**config.mk**
```make
export PLATFORM = sky130hd
export DESIGN_NAME = bitrev_reorder_ctrl
export DESIGN_NICKNAME = d
export VERILOG_FILES = /design/src/rtl/bitrev_pkg.sv /design/src/rtl/bitrev_pingpong_ram.sv /design/src/rtl/bitrev_reorder_ctrl.sv
export SDC_FILE = /design/constraint.sdc
export NUM_CORES = 1
export LEC_CHECK = 0
export ABC_CLOCK_PERIOD_IN_PS = 7800
export BUFFER_PORTS_ARGS = -buffer_cell sky130_fd_sc_hd__buf_2
export CORE_MARGIN = 3
export CORE_UTILIZATION = 43
export CTS_BUF_LIST = sky130_fd_sc_hd__clkbuf_4 sky130_fd_sc_hd__clkbuf_8
export CTS_CLUSTER_SIZE = 14
export DETAILED_ROUTE_END_ITERATION = 10
export GPL_TIMING_DRIVEN = 0
export SLEW_MARGIN = 30
export SYNTH_ARGS = -nofsm -noshare
export SYNTH_HDL_FRONTEND = slang
export SYNTH_HIERARCHICAL = 1
export SYNTH_SLANG_ARGS = --single-unit
```
**constraint.sdc**
```tcl
create_clock -name clk -period 7.8 [get_ports clk]
set_input_delay 0.39 -clock clk [delete_from_list [all_inputs] [get_ports clk]]
set_output_delay 0.39 -clock clk [all_outputs]
set_load 0.02 [all_outputs]
```
**src/rtl/bitrev_pkg.sv**
```systemverilog
// Shared types and helpers for the bit-reversal reorder controller.
// Optional frame marker (dout_last) is enabled by defining BITREV_LAST_EN.
package bitrev_pkg;

    localparam int FFT_LEN_DEF = 8;
    localparam int ADDR_W_DEF  = $clog2(FFT_LEN_DEF);

    typedef enum logic [1:0] {
        BANK_EMPTY    = 2'd0,
        BANK_FILLING  = 2'd1,
        BANK_FULL     = 2'd2,
        BANK_DRAINING = 2'd3
    } bank_state_e;

    // Index width for a frame of n samples; never below one bit.
    function automatic int addr_w(input int n);
        return (n > 1) ? $clog2(n) : 1;
    endfunction

    function automatic logic [31:0] bitrev(input logic [31:0] k, input int width);
        logic [31:0] r;
        r = '0;
        for (int i = 0; i < width; i++) begin
            r[i] = k[width-1-i];
        end
        return r;
    endfunction

endpackage

```
**src/rtl/bitrev_pingpong_ram.sv**
```systemverilog
// Two-bank sample store: one write port, one read port with a registered
// output; the bank bit is the address MSB.
module bitrev_pingpong_ram
    import bitrev_pkg::*;
#(
    parameter int DEPTH = 8,
    parameter int WIDTH = 16,
    localparam int IW   = addr_w(DEPTH)
) (
    input  logic             clk_i,
    input  logic             we_i,
    input  logic             wbank_i,
    input  logic [IW-1:0]    widx_i,
    input  logic [WIDTH-1:0] wdata_i,
    input  logic             re_i,
    input  logic             rbank_i,
    input  logic [IW-1:0]    ridx_i,
    output logic [WIDTH-1:0] rdata_o
);

    logic [WIDTH-1:0] mem_q [2*DEPTH];

    always_ff @(posedge clk_i) begin
        if (we_i) begin
            mem_q[{wbank_i, widx_i}] <= wdata_i;
        end
        if (re_i) begin
            rdata_o <= mem_q[{rbank_i, ridx_i}];
        end
    end

endmodule

```
**src/rtl/bitrev_reorder_ctrl.sv**
```systemverilog
// Ping-pong reorder controller: frames written in natural order, read back
// bit-reversed. Define BITREV_LAST_EN to add the dout_last frame marker.
module bitrev_reorder_ctrl
    import bitrev_pkg::*;
#(
    parameter int FFT_LEN = 8,
    parameter int WIDTH   = 16
) (
    input  logic             clk,
    input  logic             rst,
    input  logic [WIDTH-1:0] din_data,
    input  logic             din_valid,
    output logic             din_ready,
    output logic [WIDTH-1:0] dout_data,
    output logic             dout_valid,
    input  logic             dout_ready
`ifdef BITREV_LAST_EN
    ,
    output logic             dout_last
`endif
);

    localparam int AW = addr_w(FFT_LEN);
`ifdef BITREV_LAST_EN
    localparam int EW = WIDTH + 1;
`else
    localparam int EW = WIDTH;
`endif
    localparam logic [AW-1:0] K_LAST = AW'(FFT_LEN - 1);

    bank_state_e      bank_q [2];
    bank_state_e      bank_d [2];
    logic [AW-1:0]    wk_q, wk_d, rk_q, rk_d;
    logic             wbank_q, wbank_d, rbank_q, rbank_d;
    logic             rd_vld_q;
    logic [1:0]       skid_cnt_q, skid_cnt_d;
    logic [EW-1:0]    skid_q [2];
    logic [EW-1:0]    skid_d [2];
    logic [WIDTH-1:0] ram_rdata;
    logic [EW-1:0]    rd_ent;
    logic             wr_fire, wr_last, rd_ok, rd_issue, rd_last, pop;
    logic [2:0]       occ;
    logic [AW-1:0]    raddr;

    bitrev_pingpong_ram #(
        .DEPTH (FFT_LEN),
        .WIDTH (WIDTH)
    ) u_ram (
        .clk_i   (clk),
        .we_i    (wr_fire),
        .wbank_i (wbank_q),
        .widx_i  (wk_q),
        .wdata_i (din_data),
        .re_i    (rd_issue),
        .rbank_i (rbank_q),
        .ridx_i  (raddr),
        .rdata_o (ram_rdata)
    );

`ifdef BITREV_LAST_EN
    logic rd_last_q;

    always_ff @(posedge clk) begin
        if (rst) begin
            rd_last_q <= 1'b0;
        end else if (rd_issue) begin
            rd_last_q <= rd_last;
        end
    end

    assign rd_ent    = {rd_last_q, ram_rdata};
    assign dout_last = skid_q[0][WIDTH];
`else
    assign rd_ent = ram_rdata;
`endif

    assign dout_data  = skid_q[0][WIDTH-1:0];
    assign dout_valid = (skid_cnt_q != 2'd0);
    assign din_ready  = (bank_q[wbank_q] == BANK_EMPTY) || (bank_q[wbank_q] == BANK_FILLING);

    always_comb begin
        wr_fire = din_valid && din_ready;
        wr_last = (wk_q == K_LAST);
        rd_last = (rk_q == K_LAST);
        pop     = dout_valid && dout_ready;
        raddr   = AW'(bitrev(32'(rk_q), AW));
        rd_ok   = (bank_q[rbank_q] == BANK_FULL) || (bank_q[rbank_q] == BANK_DRAINING);
        // A read may issue if skid + in-flight read still fit after this cycle's pop.
        occ      = 3'(skid_cnt_q) + 3'(rd_vld_q) - 3'(pop);
        rd_issue = rd_ok && (occ < 3'd2);

        wk_d    = wr_fire ? wk_q + 1'b1 : wk_q;
        wbank_d = (wr_fire && wr_last) ? ~wbank_q : wbank_q;
        rk_d    = rd_issue ? rk_q + 1'b1 : rk_q;
        rbank_d = (rd_issue && rd_last) ? ~rbank_q : rbank_q;

        // Write and read sides always own different banks, so both may move at once.
        for (int b = 0; b < 2; b++) begin
            bank_d[b] = bank_q[b];
            if (wr_fire && (wbank_q == 1'(b))) begin
                bank_d[b] = wr_last ? BANK_FULL : BANK_FILLING;
            end
            if (rd_issue && (rbank_q == 1'(b))) begin
                bank_d[b] = rd_last ? BANK_EMPTY : BANK_DRAINING;
            end
        end
    end

    always_comb begin
        skid_cnt_d = skid_cnt_q;
        skid_d     = skid_q;
        case ({rd_vld_q, pop})
            2'b10: begin
                skid_d[skid_cnt_q[0]] = rd_ent;
                skid_cnt_d            = skid_cnt_q + 2'd1;
            end
            2'b01: begin
                skid_d[0]  = skid_q[1];
                skid_cnt_d = skid_cnt_q - 2'd1;
            end
            2'b11: begin
                if (skid_cnt_q == 2'd1) begin
                    skid_d[0] = rd_ent;
                end else begin
                    skid_d[0] = skid_q[1];
                    skid_d[1] = rd_ent;
                end
            end
            default: ;
        endcase
    end

    always_ff @(posedge clk) begin
        if (rst) begin
            bank_q     <= '{BANK_EMPTY, BANK_EMPTY};
            wk_q       <= '0;
            rk_q       <= '0;
            wbank_q    <= 1'b0;
            rbank_q    <= 1'b0;
            rd_vld_q   <= 1'b0;
            skid_cnt_q <= 2'd0;
            skid_q     <= '{default: '0};
        end else begin
            bank_q     <= bank_d;
            wk_q       <= wk_d;
            rk_q       <= rk_d;
            wbank_q    <= wbank_d;
            rbank_q    <= rbank_d;
            rd_vld_q   <= rd_issue;
            skid_cnt_q <= skid_cnt_d;
            skid_q     <= skid_d;
        end
    end

endmodule

```
==> out/metrics.csv, run 1 <==
stage;metric;value;unit
run_status;status;finished, final reports clean;
critical_path;Critical Path Most Common Cell;inv_2;
critical_path;Reg-to-Reg End;u_ram/rdata_o[5]$_DFFE_PP_;
worst_hold_path;WHS Path Cells;3;
critical_path;critical path fanouts, max;19;
cells_and_area;layout cells sized above 1;0.320;
detailed_routing;Avg WL per Cell;21.7;um
cells_and_area;Area Growth Syn to Fin;15.2;%
grt;vias in the first global route;6676;
sta;Max Slew Vio Count;0;
sta;RSZ-0062 raised after global routing;no;
placement;placed instance area;13300;um^2
die;die width;176;um
die;I/O pin count;38;
detailed_routing;DRC Markers;0;
sta;Max-slew headroom;0.431;
clock_tree;clk sinks;317;
critical_path;Cell Chain, Critical Path;inv_2 -> ha_1 -> nor2b_4 -> buf_6 -> xnor2_1 -> and2_1 -> inv_2 -> fa_1 -> xnor2_1 -> nand3_1 -> inv_2;
worst_hold_path;terminating pin of the worst hold path;wk_q[1]$_SDFFE_PP0P_;
critical_path;Crit. End Element;flop;
logic_synthesis;Post-Syn Instances;674;
power_and_ir_drop;switching part of the total power;0.216;
detailed_routing;via count;6411;
power_and_ir_drop;Cell Int Power;0.00267;W
die;Core Region;28100;um^2
logic_synthesis;FF+latch count, synth;317;
sta;Clock Skew;0.0228;ns
power_and_ir_drop;Logic pwr share;0.052;
clock_tree;Post CTS Setup Buffer Count;0;
cells_and_area;diode count;0;
sta;Period minus WS final;2.93;ns
sta;final setup TNS;0;ns
clock_tree;Root Driver;clkbuf_8;
logic_synthesis;Mean Syn Cell Area;18.4;um^2
logic_synthesis;yosys warns;6;
logic_synthesis;Synth Net Count;701;
sta;worst hold slack;0.138;ns
clock_tree;hold_buf cts;0;
critical_path;Required @ worst endpoint;8.01;ns
critical_path;Worst EP arrival;3.14;ns
detailed_routing;DRT iter0 DRCs;555;
run;max cap viols;0;
clock_tree;Post-CTS Resized;0;
placement;gp weighted congestion;0.739;
critical_path;Buf/Inv on CP;4;
die;row count;61;
worst_hold_path;HP Start;din_valid;
cells_and_area;Layout Nets;801;
clock_tree;Num CTS Buffers;51;
power_and_ir_drop;worst-case vdd ir drop;0.130;mV
logic_synthesis;number of flops mapped to enable cells by yosys;272;
power_and_ir_drop;PnR Total Power;0.00341;W
clock_tree;H-tree depth;2;
power_and_ir_drop;sequential power share;0.553;
detailed_routing;DR vias/cell;5.37;
sta;maximum clock rate;341;MHz
die;die height;176;um
detailed_routing;router iterations before antenna repair;4;
power_and_ir_drop;Leak;4.63;nW
placement;post-detail-place hpwl;16.2;mm
clock_tree;clk_lat worst skew;0.57;ns
sta;Final Hold Vio Count;0;
critical_path;Crit. Startpoint;skid_cnt_q[0]$_SDFFE_PP0P_;
worst_hold_path;worst min path class;in2reg;
grt;pin count of the biggest net entering global routing;20;
critical_path;CP max stage delay;0.48;ns
grt;Remaining Overflow, GRT;0;
critical_path;Critical R2R Launch;skid_cnt_q[0]$_SDFFE_PP0P_;
sta;final setup fails;0;
die;Starting Density;0.441;
grt;initial antenna violation count;1;
sta;Worst-Margin Slew;0.854;ns
power_and_ir_drop;power per cell area;239;nW/um^2
die;DIE AREA;30900;um^2
clock_tree;TritonCTS clock tree;built;
critical_path;reg2reg setup slack;4.87;ns
cells_and_area;fin area;14300;um^2
logic_synthesis;register area share after synthesis;0.733;
logic_synthesis;top_reg_cell synth;edfxtp_1;
power_and_ir_drop;share of power burned in the clock network;0.395;
logic_synthesis;ys async rst share;0;
critical_path;launching element type of the critical path;flop;
sta;Tcrit/Tclk final;0.376;
placement;# port buffers;36;
grt;first-pass GRT wire length;39.5;mm
power_and_ir_drop;NetSw;0.000736;W
grt;GRT Util Overall;0.170;
critical_path;WS Path Type;reg2reg;
clock_tree;clk slew on worst S/H paths;0.06;ns
detailed_routing;ANT nets after route;0;
detailed_routing;total detailed-routing wirelength;25.9;mm
critical_path;Slowest cell on crit path;dfxtp_1;
logic_synthesis;post-synth cell types;43;
critical_path;reg2reg path depth;11;
critical_path;critical path's top delay family;adder cells;
logic_synthesis;Mapped Area;12400;um^2
clock_tree;worst-case clock buffer depth;3;
cells in the mapped netlist (6+ instances only):
cell / n / area [um^2]
buf_4: 19 / 143
nor3_2: 10 / 100
mux4_1: 10 / 263
nand2_1: 60 / 225
nor3_1: 12 / 60.1
a22oi_1: 32 / 240
edfxtp_1: 272 / 8170
dfxtp_1: 45 / 901
a221oi_2: 10 / 150
mux4_2: 54 / 1220
a21oi_1: 20 / 100
clkbuf_1: 11 / 41.3
buf_6: 6 / 67.6
ha_1: 6 / 75.1
nor2_1: 38 / 143
buf_2: 10 / 50.1
state kept, by name, summed over array words and instances (netlist names), 2 cells and up:
register / flops
bank_q: 2
dout_data: 16
rk_q: 3
skid_cnt_q: 2
skid_q: 16
u_ram/mem_q: 256
u_ram/rdata_o: 16
wk_q: 3
through the flow:
step | cells | util | worst slack [ns]
2_1_floorplan | 674 | - | 4.43
3_3_place_gp | 1088 | 0.464 | 3.37
3_5_place_dp | 1099 | 0.473 | 4.87
4_1_cts | 1193 | 0.508 | 4.82
5_1_grt | 1193 | 0.508 | 4.57
6_report | 1193 | 0.508 | 4.87
worst min-delay path: stages:
cell and delay, ns:
buf_2 0.13, nand3_1 0.08, a21oi_1 0.05
area by class of cell:
cell class,instances,area [um^2]
Fill cell,2327,13800
Sequential cell,317,9070
Multi-Input combinational cell,300,3080
Clock buffer,74,893
Tap cell,378,473
Buffer,51,320
Timing Repair Buffer,47,314
Clock inverter,20,87.6
Inverter,6,22.5
per-layer routing:
| layer | track usage | vias up | wire length [um] |
|---|---|---|---|
| met4 | 0.0495 | 2 | 528 |
| met3 | 0.0391 | 51 | 1530 |
| met1 | 0.223 | 3270 | 11000 |
| met5 | 0 | - | 13 |
| met2 | 0.286 | 193 | 12800 |
| li1 | - | 2895 | - |
cells by family after synthesis:
| logic type | count (synthesis) | synth area share |
|---|---|---|
| AOI/OAI and AO/OA | 78 | 0.0503 |
| muxes | 69 | 0.124 |
| DFF | 317 | 0.733 |
| adders and majority gates | 7 | 0.00768 |
| and+or+nand+nor | 139 | 0.0529 |
| xor gates and xnor gates | 7 | 0.00495 |
| buffers and inverters | 57 | 0.0277 |
cell usage in the layout, fill, tap and decap left out, drive strengths merged, types with 22 or more instances in the layout:
cell type    n
nand2       60
buf         87
edfxtp     272
mux4        64
dfxtp       45
nor2        38
clkbuf      85
nor3        22
a21oi       22
a22oi       32
power groups by stage:
| stage | Sequential (W) | Combinational, W | Clock, W |
|---|---|---|---|
| floorplan | 0.00191 | 0.000115 | 0 |
| global placement | 0.00192 | 0.000166 | 0 |
| detailed placement | 0.00192 | 0.000179 | 0 |
| CTS | 0.00188 | 0.000180 | 0.00139 |
| global route | 0.00188 | 0.000196 | 0.00147 |
| finish | 0.00188 | 0.000178 | 0.00134 |
worst max path at each step:
stage | end | slack, ns | depth (start not counted)
6_report | u_ram/rdata_o[5]$_DFFE_PP_ | 4.87 | 11
5_1_grt | rk_q[0]$_SDFFE_PP0N_ | 4.57 | 13
4_1_cts | u_ram/rdata_o[5]$_DFFE_PP_ | 4.82 | 11
3_5_place_dp | rk_q[0]$_SDFFE_PP0N_ | 4.87 | 13
3_3_place_gp | u_ram/mem_q[0][7]$_DFFE_PP_ | 3.37 | 5
2_1_floorplan | u_ram/mem_q[0][0]$_DFFE_PP_ | 4.43 | 5
Note: power is estimated with default switching activity, not from simulation.
==> inputs of run 2 (changes only) <==
ABC_CLOCK_PERIOD_IN_PS = 2520   (was 7800)
clock period = 2.52 ns   (was 7.8 ns; I/O delays follow)
==> run 2 against run 1 <==
Sequential cell count unchanged. Non-clock buffer count increased by 39. Fmax increased by 21%. Final cell count increased by 3.1%. Critical endpoint is now u_ram/rdata_o[8]$_DFFE_PP_. Worst setup slack got worse by 4.8 ns. Critical path depth decreased by 6. Power increased to 3.2 times the previous value. Count of clock-buffer cells in the layout increased by 5. Largest power group unchanged.
==> out/metrics.csv, run 2 (synthesis results as in run 1) <==
stage;metric;value;unit;change
placement;gp weighted congestion;0.753;;+1.9%
critical_path;reg2reg setup slack;0.09;ns;-4.78 ns
grt;first-pass GRT wire length;41.0;mm;+3.8%
critical_path;Worst EP arrival;2.70;ns;-0.44 ns
sta;Max-slew headroom;0.428;;-0.00207
detailed_routing;DRC Markers;0;;unchanged
detailed_routing;DRT iter0 DRCs;517;;-6.8%
die;row count;61;;unchanged
worst_hold_path;worst min path class;in2reg;;
clock_tree;TritonCTS clock tree;built;;
cells_and_area;Final Util;0.529;;+0.0217
power_and_ir_drop;PnR Total Power;0.0109;W;+220%
clock_tree;worst-case clock buffer depth;3;;unchanged
critical_path;Reg-to-Reg End;u_ram/rdata_o[8]$_DFFE_PP_;;
clock_tree;clk slew on worst S/H paths;0.06;ns;about the same
critical_path;Crit. End Element;flop;;
cells_and_area;largest register by flop count;u_ram/mem_q;;
die;Core Region;28100;um^2;unchanged
cells_and_area;number of flip-flops in the largest register;256;;unchanged
sta;Max Slew Vio Count;0;;unchanged
detailed_routing;router iterations before antenna repair;5;;+1
placement;post-detail-place hpwl;16.9;mm;+4.4%
detailed_routing;Avg WL per Cell;22.0;um;+1.6%
critical_path;reg2reg path depth;5;;-6
cells_and_area;commonest non-fill, non-tap cell in the layout;edfxtp_1;;
sta;Tcrit/Tclk final;0.964;;+0.589
power_and_ir_drop;power per cell area;734;nW/um^2;+210%
cells_and_area;Area Growth Syn to Fin;20.1;%;
critical_path;critical path fanouts, max;10;;-9
critical_path;WS Path Type;reg2reg;;
worst_hold_path;HP Start;din_valid;;
run_status;status;finished, final reports clean;;
cells_and_area;diode count;0;;unchanged
die;DIE AREA;30900;um^2;unchanged
detailed_routing;DR vias/cell;5.39;;+0.35%
detailed_routing;total detailed-routing wirelength;27.1;mm;+4.7%
detailed_routing;via count;6633;;+3.5%
grt;initial antenna violation count;0;;-1
clock_tree;H-tree depth;2;;unchanged
placement;# port buffers;36;;unchanged
detailed_routing;ANT nets after route;0;;unchanged
die;die width;176;um;unchanged
die;die height;176;um;unchanged
grt;GRT Util Overall;0.179;;+0.00857
critical_path;Critical R2R Launch;rk_q[1]$_SDFFE_PP0N_;;
sta;Period minus WS final;2.43;ns;-0.501 ns
sta;Clock Skew;0.0159;ns;-0.00696 ns
grt;vias in the first global route;6893;;+3.3%
die;Starting Density;0.441;;unchanged
worst_hold_path;WHS Path Cells;4;;+1
critical_path;Required @ worst endpoint;2.79;ns;-5.22 ns
grt;pin count of the biggest net entering global routing;17;;-15%
sta;maximum clock rate;411;MHz;+21%
cells_and_area;Layout Nets;843;;+5.2%
placement;Post-Place Worst Slack;-0.230;ns;-5.10 ns
critical_path;launching element type of the critical path;flop;;
grt;Remaining Overflow, GRT;0;;unchanged
sta;Worst Slack Setup Final;0.0898;ns;-4.78 ns
worst_hold_path;terminating pin of the worst hold path;wk_q[2]$_SDFFE_PP0P_;;
sta;Final Hold Vio Count;0;;unchanged
power_and_ir_drop;worst-case vdd ir drop;0.668;mV;+410%
clock_tree;clk_lat worst skew;0.56;ns;about the same
sta;final setup fails;0;;unchanged
sta;Worst-Margin Slew;0.857;ns;+0.00311 ns
clock_tree;clk sinks;317;;unchanged
run;max cap viols;0;;unchanged
cells_and_area;layout cells sized above 1;0.352;;+0.0319
power_and_ir_drop;Leak;4.89;nW;+5.6%
clock_tree;Root Driver;clkbuf_8;;
die;I/O pin count;38;;unchanged
clock_tree;Num CTS Buffers;51;;unchanged
cells_and_area;most frequent cells in the layout;edfxtp_1 (272), nand2_1 (60), clkbuf_8 (57);;
-- run 2: cell count changes in the layout (fill, tap and decap cells not counted), sizes merged --
| cell | before | now |
|---|---|---|
| buf | 87 | 107 |
| clkbuf | 85 | 90 |
| dlygate4sd3 | 0 | 19 |
| bufinv | 0 | 2 |
| clkinv | 18 | 8 |
| clkinvlp | 1 | 2 |
-- run 2: layout make-up --
cell class,count,area (um^2)
well taps,378,473
inverters,6,30.0
repair buffers,86,736
plain buffers,51,320
clock inverters,10,93.8
clock buffers,79,950
flip-flops and latches,317,9080
repair inverters,3,21.3
fillers,2258,13200
multi-input cells,300,3170
-- run 2: worst max-delay path, cell delays in order (launching register included) --
cell and delay, ns:
dfxtp_1 0.35, buf_2 0.30, buf_1 0.61, mux4_2 0.41, a22oi_1 0.28, nand2_1 0.18
-- run 2: repair_timing --
action / CTS / global route
endpoints found under the hold margin: 268 / 0
setup buffers: 10 / 14
hold buffers: 19 / 0
setup endpoints to repair: 79 / 92
gates cloned: 3 / 0
pin swaps: 7 / 8
gates resized for setup: 12 / 3
-- run 2: power by group --
group	internal [W]	switching [W]	leakage [nW]
Combinational	0.000260	0.000372	1.51
Clock	0.00258	0.00187	0.559
Sequential	0.00579	0.0000415	2.82
Total	0.00862	0.00229	4.89
-- run 2: through the flow --
| step | TNS (ns) | cell area, um^2 | std cells | hold slack (ns) |
|---|---|---|---|---|
| floorplan | 0 | 12400 | 674 | 0.225 |
| global placement | -110.61 | 13100 | 1088 | 0.442 |
| detailed placement | -7.90 | 13300 | 1095 | 0.453 |
| global route | -0.00988 | 14900 | 1230 | 0.469 |
| finish | 0 | 14900 | 1230 | 0.443 |
| CTS | 0 | 14700 | 1216 | 0.416 |
-- run 2: worst max-delay path by stage --
stage	from	to	depth (start not counted)
after floorplan	skid_cnt_q[0]$_SDFFE_PP0P_	u_ram/rdata_o[0]$_DFFE_PP_	11
after global placement	wbank_q$_SDFFE_PP0P_	u_ram/mem_q[9][9]$_DFFE_PP_	5
after detailed placement	skid_cnt_q[0]$_SDFFE_PP0P_	rk_q[0]$_SDFFE_PP0N_	13
after CTS	skid_cnt_q[0]$_SDFFE_PP0P_	u_ram/rdata_o[10]$_DFFE_PP_	11
after global routing	skid_cnt_q[1]$_SDFFE_PP0P_	rk_q[1]$_SDFFE_PP0N_	13
final	rk_q[1]$_SDFFE_PP0N_	u_ram/rdata_o[8]$_DFFE_PP_	5
-- run 2: layer usage --
| layer | wire length, um | part of all wire | track usage | vias to the layer above |
|---|---|---|---|---|
| li1 | - | - | - | 2969 |
| met1 | 10900 | 0.40 | 0.234 | 3407 |
| met2 | 13700 | 0.50 | 0.301 | 207 |
| met3 | 1740 | 0.064 | 0.0350 | 50 |
| met4 | 762 | 0.028 | 0.0610 | 0 |
| met5 | 0 | 0 | 0 | - |
